File: src/rtl/imem_loader_pkg.sv
// Shared types and frame constants for the instruction-memory loader.
// The checksum width is only used when IMEM_LOADER_CHECKSUM_EN is defined.
package imem_loader_pkg;

    typedef enum logic [2:0] {
        StIdle,
        StLenLo,
        StLenHi,
        StData,
        StWrite,
        StCsum,
        StDone,
        StError
    } load_state_t;

    localparam int unsigned LEN_BYTES      = 2;
    localparam int unsigned BYTES_PER_WORD = 4;
    localparam int unsigned CSUM_W         = 8;

endpackage

File: src/rtl/imem_word_packer.sv
// Packs a byte stream into 32-bit little-endian words.
// word_ready_o marks the cycle the fourth byte of a word is pushed.
module imem_word_packer
    import imem_loader_pkg::*;
(
    input  logic        clk_i,
    input  logic        rst_ni,
    input  logic        clear_i,
    input  logic        push_i,
    input  logic [7:0]  byte_i,
    output logic [31:0] word_o,
    output logic        word_ready_o
);

    logic [31:0] shift_q;
    logic [1:0]  cnt_q;

    // The incoming byte lands in the top lane; after four pushes the first byte sits in [7:0].
    assign word_o       = {byte_i, shift_q[31:8]};
    assign word_ready_o = push_i && (cnt_q == 2'(BYTES_PER_WORD - 1));

    always_ff @(posedge clk_i) begin
        if (!rst_ni || clear_i) begin
            shift_q <= '0;
            cnt_q   <= '0;
        end else if (push_i) begin
            shift_q <= word_o;
            cnt_q   <= cnt_q + 2'd1;
        end
    end

endmodule

File: src/rtl/imem_loader.sv
// Loads a length-prefixed byte frame into instruction memory, holding the CPU in reset until done.
// Define IMEM_LOADER_CHECKSUM_EN to require a trailing 8-bit sum byte after the data.
module imem_loader
    import imem_loader_pkg::*;
#(
    parameter int unsigned ADDR_W = 10,
    parameter int unsigned DEPTH  = 1024
) (
    input  logic              clk_i,
    input  logic              rst_ni,
    input  logic              start_i,
    input  logic              byte_valid_i,
    input  logic [7:0]        byte_data_i,
    output logic              byte_ready_o,
    output logic              we_o,
    output logic [ADDR_W-1:0] addwrite_o,
    output logic [31:0]       datowrite_o,
    output logic              busy_o,
    output logic              done_o,
    output logic              err_o,
    output logic              cpu_rst_no
);

    load_state_t state_q, state_d;
    logic [15:0] len_q, len_d;
    logic [15:0] idx_q, idx_d;
    logic [15:0] len_full;
    logic        accept;
    logic        pack_clear;
    logic        pack_push;
    logic [31:0] pack_word;
    logic        word_ready;

    logic              ready_d, we_d, busy_d, done_d, err_d;
    logic [ADDR_W-1:0] addwrite_d;
    logic [31:0]       datowrite_d;

`ifdef IMEM_LOADER_CHECKSUM_EN
    localparam load_state_t LastNext = StCsum;
    logic [CSUM_W-1:0] csum_q, csum_d;
`else
    localparam load_state_t LastNext = StDone;
`endif

    assign accept   = byte_valid_i && byte_ready_o;
    assign len_full = {byte_data_i, len_q[7:0]};

    imem_word_packer u_packer (
        .clk_i        (clk_i),
        .rst_ni       (rst_ni),
        .clear_i      (pack_clear),
        .push_i       (pack_push),
        .byte_i       (byte_data_i),
        .word_o       (pack_word),
        .word_ready_o (word_ready)
    );

    always_comb begin
        state_d    = state_q;
        len_d      = len_q;
        idx_d      = idx_q;
        pack_clear = 1'b0;
        pack_push  = 1'b0;
`ifdef IMEM_LOADER_CHECKSUM_EN
        csum_d     = csum_q;
`endif
        unique case (state_q)
            StIdle, StDone, StError: begin
                if (start_i) begin
                    state_d    = StLenLo;
                    len_d      = '0;
                    idx_d      = '0;
                    pack_clear = 1'b1;
`ifdef IMEM_LOADER_CHECKSUM_EN
                    csum_d     = '0;
`endif
                end
            end
            StLenLo: begin
                if (accept) begin
                    len_d   = {8'h00, byte_data_i};
                    state_d = StLenHi;
                end
            end
            StLenHi: begin
                if (accept) begin
                    len_d = len_full;
                    if (len_full == 16'd0) begin
                        state_d = LastNext;
                    end else if (32'(len_full) > DEPTH) begin
                        state_d = StError;
                    end else begin
                        state_d = StData;
                    end
                end
            end
            StData: begin
                if (accept) begin
                    pack_push = 1'b1;
`ifdef IMEM_LOADER_CHECKSUM_EN
                    csum_d    = csum_q + byte_data_i;
`endif
                    if (word_ready) begin
                        state_d = StWrite;
                    end
                end
            end
            StWrite: begin
                idx_d   = idx_q + 16'd1;
                state_d = (idx_q + 16'd1 == len_q) ? LastNext : StData;
            end
`ifdef IMEM_LOADER_CHECKSUM_EN
            StCsum: begin
                if (accept) begin
                    state_d = (byte_data_i == csum_q) ? StDone : StError;
                end
            end
`endif
            default: state_d = StIdle;
        endcase
    end

    // Outputs are decoded from the next state so they are all flop outputs.
    always_comb begin
        ready_d     = state_d inside {StLenLo, StLenHi, StData, StCsum};
        we_d        = (state_d == StWrite);
        busy_d      = !(state_d inside {StIdle, StDone, StError});
        done_d      = (state_d == StDone);
        err_d       = (state_d == StError);
        addwrite_d  = addwrite_o;
        datowrite_d = datowrite_o;
        if (state_q == StData && state_d == StWrite) begin
            addwrite_d  = idx_q[ADDR_W-1:0];
            datowrite_d = pack_word;
        end
    end

    always_ff @(posedge clk_i) begin
        if (!rst_ni) begin
            state_q      <= StIdle;
            len_q        <= '0;
            idx_q        <= '0;
            byte_ready_o <= 1'b0;
            we_o         <= 1'b0;
            addwrite_o   <= '0;
            datowrite_o  <= '0;
            busy_o       <= 1'b0;
            done_o       <= 1'b0;
            err_o        <= 1'b0;
            cpu_rst_no   <= 1'b0;
        end else begin
            state_q      <= state_d;
            len_q        <= len_d;
            idx_q        <= idx_d;
            byte_ready_o <= ready_d;
            we_o         <= we_d;
            addwrite_o   <= addwrite_d;
            datowrite_o  <= datowrite_d;
            busy_o       <= busy_d;
            done_o       <= done_d;
            err_o        <= err_d;
            cpu_rst_no   <= done_d;
        end
    end

`ifdef IMEM_LOADER_CHECKSUM_EN
    always_ff @(posedge clk_i) begin
        if (!rst_ni) begin
            csum_q <= '0;
        end else begin
            csum_q <= csum_d;
        end
    end
`endif

endmodule

File: config.mk
export PLATFORM = sky130hd
export DESIGN_NAME = imem_loader
export DESIGN_NICKNAME = d
export VERILOG_FILES = /design/src/rtl/imem_loader_pkg.sv /design/src/rtl/imem_word_packer.sv /design/src/rtl/imem_loader.sv
export SDC_FILE = /design/constraint.sdc
export NUM_CORES = 1
export LEC_CHECK = 0
export BUFFER_PORTS_ARGS = -buffer_cell sky130_fd_sc_hd__buf_2
export CAP_MARGIN = 0
export CORE_ASPECT_RATIO = 0.75
export CORE_MARGIN = 4
export CORE_UTILIZATION = 60
export CTS_CLUSTER_SIZE = 10
export DETAILED_ROUTE_END_ITERATION = 8
export PLACE_DENSITY = 0.82
export SYNTH_ARGS = -nofsm -noshare
export SYNTH_HDL_FRONTEND = slang
export SYNTH_HIERARCHICAL = 1
export SYNTH_SLANG_ARGS = --single-unit
File: constraint.sdc
create_clock -name clk_i -period 4.7 [get_ports clk_i]
set_clock_uncertainty 0.2 [all_clocks]
set_input_delay 0.235 -clock clk_i [delete_from_list [all_inputs] [get_ports clk_i]]
set_output_delay 0.235 -clock clk_i [all_outputs]
set_load 0.05 [all_outputs]
### After elaboration in Yosys (flattened, before gate mapping)

Cells that the tools add are included.

| operators by class | value |
|---|---|
| $add $sub $neg | 2 |
| equal/unequal tests | 18 |
| reductions and logical operators | 18 |
| bitwise logic cells | 1 |
| muxes and demuxes | 18 |
| $lt $le $gt $ge | 1 |

Operators by type and width:

| operator | number |
|---|---|
| $mux W16 | 3 |
| $pmux W16 S3 | 1 |
| $pmux W16 S2 | 1 |
| $mux W3 | 8 |
| $eq A3 B3 Y1 const B | 7 |
| $add A16 B1 Y16 const B | 1 |
| $eq A16 B16 Y1 | 1 |
| $gt A16 B11 Y1 const B | 1 |
| $logic_not A16 Y1 | 1 |
| $pmux W3 S5 | 1 |
| $eq A3 B2 Y1 const B | 4 |
| $reduce_and A4 Y1 | 2 |
| $eq A3 B1 Y1 const B | 2 |
| $logic_not A3 Y1 | 2 |
| $ne A2 B2 Y1 const B | 3 |
| $reduce_bool A3 Y1 | 2 |
| $mux W1 | 4 |
| $reduce_bool A2 Y1 | 2 |
| $reduce_bool A4 Y1 | 1 |
| $logic_and A1 B1 Y1 | 3 |
| $reduce_or A3 Y1 | 1 |
| $add A2 B1 Y2 const B | 1 |
| $eq A2 B2 Y1 const B | 1 |
| $logic_not A1 Y1 | 2 |
| other kinds (3) | 3 |

| word-level totals | value |
|---|---|
| register bits | 116 |
| word-level logic and storage cells | 71 |
| output and inout port bits | 48 |

### Depth between registers and ports, before layout

| logic depth | value |
|---|---|
| depth in word-level cells | 10 |
| depth in mapped cells | 12 |

### By module

The synthesis kept the hierarchy.

Modules (own cells, without submodules):

| module | times used | cells each | area each (µm²) |
|---|---|---|---|
| imem_loader | 1 | 515 | 4030.1 |
| imem_word_packer | 1 | 95 | 1047.3 |

### Least setup slack after synthesis

OpenSTA, ideal clock, no wires.

| timing | value |
|---|---|
| kind | register to register |
| start | register idx_q[1] |
| end | register busy_o |
| setup slack | 1.942 ns |
| arrival | 2.439 ns |
| cell stages (with the launch flop) | 10 |
| setup time | 0.120 ns |
| cell sequence | dfxtp_1 ha_1 buf_2 nand4_2 or4_1 xnor2_1 nor4_1 and4_1 a21oi_2 a211o_1 |

| on the way | value |
|---|---|
| cells in the longest elaborated chain, start to end | 7 |
| elaborated cells on any way between the ends | 9 |

RTL lines:

| what | line | source |
|---|---|---|
| start, declared | imem_loader.sv:26 | `logic [15:0] idx_q, idx_d;` |
| start signal, assigned | imem_loader.sv:154 | `idx_q <= idx_d;` |
| $add A16 B1 Y16 * | imem_loader.sv:110 | `state_d = (idx_q + 16'd1 == len_q) ? LastNext : StData;` |
| $eq A16 B16 Y1 * | imem_loader.sv:110 |  |
| $mux W3 * | imem_loader.sv:110 |  |
| $pmux W3 S5 * | imem_loader.sv:67 | `unique case (state_q)` |
| $eq A3 B3 Y1 / $logic_not A3 Y1 (equally long branches) | imem_loader.sv:127 | `busy_d = !(state_d inside {StIdle, StDone, StError});` |
| $reduce_bool A3 Y1 * | imem_loader.sv:127 |  |
| $logic_not A1 Y1 * | imem_loader.sv:127 |  |
| end signal, assigned | imem_loader.sv:159 | `busy_o <= busy_d;` |
| end, declared | imem_loader.sv:18 | `output logic busy_o,` |

Mark *: on every way between the ends. The rest lies on a longest branch, timed or not.
A chain may end at the register's enable or synchronous reset.

### Worst setup path after layout

| timing | value |
|---|---|
| start | register state_q[1] |
| end | register datowrite_o[12] |

| on the way | value |
|---|---|
| cells in the longest elaborated chain, start to end | 8 |
| elaborated cells on any way between the ends | 18 |

RTL lines:

| what | line | source |
|---|---|---|
| start, declared | imem_loader.sv:24 | `load_state_t state_q, state_d;` |
| start signal, assigned | imem_loader.sv:140 | `state_q <= StIdle;` |
| start signal, assigned | imem_loader.sv:152 | `state_q <= state_d;` |
| $eq A3 B2 Y1 | imem_loader.sv:67 |  |
| $mux W1 | imem_loader.sv:67 |  |
| net pack_push | imem_loader.sv:30 | `logic pack_push;` |
| $logic_and A1 B1 Y1 | imem_word_packer.sv:20 | `assign word_ready_o = push_i && (cnt_q == 2'(BYTES_PER_WORD - 1));` |
| net word_ready | imem_loader.sv:32 | `logic word_ready;` |
| $mux W3 | imem_loader.sv:103 | `if (word_ready) begin` |
| $mux W3 | imem_loader.sv:98 | `if (accept) begin` |
| $pmux W3 S5 | imem_loader.sv:67 |  |
| $eq A3 B3 Y1 | imem_loader.sv:132 | `if (state_q == StData && state_d == StWrite) begin` |
| $logic_and A1 B1 Y1 | imem_loader.sv:132 |  |
| end signal, assigned | imem_loader.sv:158 | `datowrite_o <= datowrite_d;` |
| end, declared | imem_loader.sv:17 | `output logic [31:0] datowrite_o,` |

The timed path passes the listed nets, and every way through them passes these cells.

==> metrics.csv <==
stage,metric,value,unit
drt,drt-initial-drc-count,410,
drt,drt-pass1-iter-count,5,
setup_path,critical_path_arrival,3.49,ns
setup_path,cp.required,4.76,ns
synthesis,netlist_top_cells_area,"dfxtp_1 (43%), nand2_1 (9.0%), a21boi_0 (7.7%)",
sta,timing.final.crit_share,0.731,
layout,n_antenna_cell,0,
drt,wire_per_inst,16.2,µm
synthesis,yosysTopAreaCell,dfxtp_1,
layout,syn_to_final_growth,10.6,%
power_and_ir_drop,power_switching,0.412,mW
power_and_ir_drop,finalPower,1.87,mW
sta,setup_viol,0,
drt,vias,4312,
global_route,overflow,0,
place,place_ws,1.31,ns
clocking,clock-sinks,108,
setup_path,cp-end-kind,flip-flop,
synthesis,synth_top_area_frac,0.426,
place,dp_cells,731,
floorplan,core-area,8060,µm²
floorplan,die_area,10000,µm²
power_and_ir_drop,cellLeakagePower,2.10,nW
floorplan,start_util,0.630,
synthesis,netlist_area,5080,µm²
power_and_ir_drop,p_int,1.46,mW
synthesis,synth_fp_nets,624,
sta,hold_violations,0,
sta,slew_headroom,0.327,
setup_path,cp-start-kind,flip-flop,
sta,rsz0062_at_grt,false,
global_route,grt_pass1_vias,4061,
place,hpwl,8.49,mm
global_route,grt_util_all_layers,0.256,
synthesis,synth_sequential_area_ratio,0.426,
drt,postRouteAntennaNets,0,
power_and_ir_drop,combPwrFrac,0.061,
global_route,grt_max_degree,43,
place,port_buffers,59,
layout,fin_cells,749,
synthesis,synthDistinctLibCells,53,
floorplan,ios,60,
setup_path,crit_type,flip-flop to flip-flop,
layout,nNetsFinal,653,
power_and_ir_drop,peakVddDrop,0.306,mV
sta,tightest_slew,1.01,ns
synthesis,yosys_warnings,6,
clocking,insertion_delay,0.34,ns
synthesis,syn_avg_cell_area,8.32,µm²
drt,wl,12.1,mm
floorplan,die_h,87.7,µm
place,globalplace.congestion,0.928,
sta,slew_violations,0,
synthesis,async_flop_share,0,
drt,drc,0,
clocking,clk_pin_slew,0.07,ns
power_and_ir_drop,pwr-share-seq,0.499,
outcome,status,"complete, no violations",
layout,n_fill_cell,675,
hold_path,hp-class,input pin to flip-flop,
sta,max_freq,291,MHz
clocking,clk_path_buf_depth,2,
sta,final_period_minus_worst_setup_slack,3.44,ns
global_route,grt_pass1_wl,20.5,mm
flow_run,drv_cap,0,
layout,drive_above_1_share,0.144,
power_and_ir_drop,swShare,0.220,
clocking,cts_tree,built,
synthesis,synth_cells,610,
synthesis,synth-edff-count,0,
setup_path,path_max_fanout,28,
floorplan,die_x,114,µm
power_and_ir_drop,clock_power_share,0.440,
sta,fin_ws,1.26,ns
sta,tns,0,ns
synthesis,ys.flop_type,dfxtp_1,
synthesis,synth_seq_cells,108,
global_route,antenna_found_initial,0,
clocking,numCtsBuffers,9,
power_and_ir_drop,powerDensity,333,nW/µm²
drt,viasPerCell,5.76,
clocking,clockRootBuffer,clkbuf_16,
floorplan,rows,28,
clocking,htreeDepth,3,
==> repair_timing <==
item | in CTS | in global routing
setup buffers | 0 | 0
endpoints found under the hold margin | 2 | 0
hold buffers | 2 | 0
gates resized for setup | 0 | 0
setup endpoints to repair | 0 | 0
==> cell families (layout without fill, tap and decap cells) <==
family,count (synthesis),in the layout,share of synthesized area
mux,26,26,0.0513
xor+xnor,20,20,0.0345
simple gates,270,270,0.248
compound gates,122,122,0.169
flops,108,108,0.426
buf+inv,62,96,0.0668
fa+ha+maj,2,2,0.00493
==> cell type report <==
class | count | area [µm²] | area share
multi-input cells | 440 | 2580 | 0.459
flip-flops and latches | 108 | 2160 | 0.385
repair buffers | 67 | 360 | 0.0641
clock buffers | 11 | 253 | 0.0450
well taps | 105 | 131 | 0.0234
clock inverters | 5 | 81.3 | 0.0145
inverters | 13 | 48.8 | 0.00869
==> synthesized netlist by cell type (2+ instances only) <==
cell type  instances
nand2_1          122
dfxtp_1          108
nor2_1            56
a21boi_0          52
clkbuf_1          26
mux2i_1           26
nand3_1           25
a21oi_1           19
o21ai_0           16
xnor2_1           15
buf_4             14
inv_1             13
nor3_1            13
nor2b_1           11
o21a_1            10
and3_1             8
nor4_1             8
and2_1             6
buf_2              5
xor2_1             5
nand4_1            4
o31a_1             4
and4_1             3
nand2b_1           3
o211a_1            3
a211o_1            2
buf_12             2
buf_6              2
ha_1               2
nor4_2             2
o211ai_1           2
o311ai_0           2
==> layout by cell type, fill, tap and decap left out, types with 3 or more instances in the layout <==
cell,count
a21boi_0,52
nand4_1,4
nor2_1,54
mux2i_1,26
nand2_1,122
nand2b_1,3
buf_4,6
clkbuf_16,9
nor3_1,13
o21ai_0,16
nor2_2,3
o31a_1,4
and3_1,8
dfxtp_1,108
nor2b_1,11
xor2_1,5
xnor2_1,15
o211a_1,3
and2_1,6
buf_2,59
and4_1,3
o21a_1,10
inv_1,13
nand3_1,25
nor4_1,8
a21oi_1,19
==> path summary, 6_finish.rpt <==
check | from | end | slack [ns] | cells past startpoint
setup / recovery | state_q[1]$_SDFF_PN0_ | datowrite_o[12]$_SDFFE_PN0P_ | 1.26 | 9
hold / removal | byte_data_i[3] | datowrite_o[27]$_SDFFE_PN0P_ | 0.01 | 3
setup reg to reg | state_q[1]$_SDFF_PN0_ | datowrite_o[12]$_SDFFE_PN0P_ | 1.26 | 9
hold reg to reg | addwrite_o[2]$_SDFFE_PN0P_ | addwrite_o[2]$_SDFFE_PN0P_ | 0.27 | 2
==> layer usage <==
metal,share of wire,track usage
met1,0.48,0.374
met2,0.43,0.377
met3,0.076,0.0608
met4,0.010,0.0734
met5,0,0
==> worst max-delay path, cell delays in order (launching register included) <==
cell and delay (ns):
dfxtp_1 0.61, nand2_1 0.22, nor2_2 0.12, buf_4 0.40, and2_1 0.22, nand4_1 0.14, nor2_2 0.80, buf_4 0.38
nand2_1 0.08, a21boi_0 0.18
==> state kept, by name (all words and copies together) (netlist names) <==
register,flops
datowrite_o,32
u_packer/shift_q,24
idx_q,16
len_q,16
addwrite_o,10
state_q,3
u_packer/cnt_q,2
busy_o,1
byte_ready_o,1
cpu_rst_no,1
err_o,1
we_o,1
==> power by group through the flow <==
stage                     clock network, mW  registers [mW]  logic (mW)
final                                 0.823           0.933       0.113
after global routing                  0.876           0.934       0.125
after CTS                             0.839           0.933       0.112
after detailed placement                  0           0.954       0.110
after global placement                    0           0.953       0.109
after floorplan                           0           0.958      0.0778
==> per-stage QoR <==
stage	instance area (µm²)	utilization	hold slack (ns)
after floorplan	5080	-	0.182
after global placement	5260	0.653	0.248
after detailed placement	5260	0.653	0.258
after CTS	5620	0.697	0.00154
after global routing	5620	0.697	0.0111
final	5620	0.697	0.0107
Note: power is estimated with default switching activity, not from simulation.
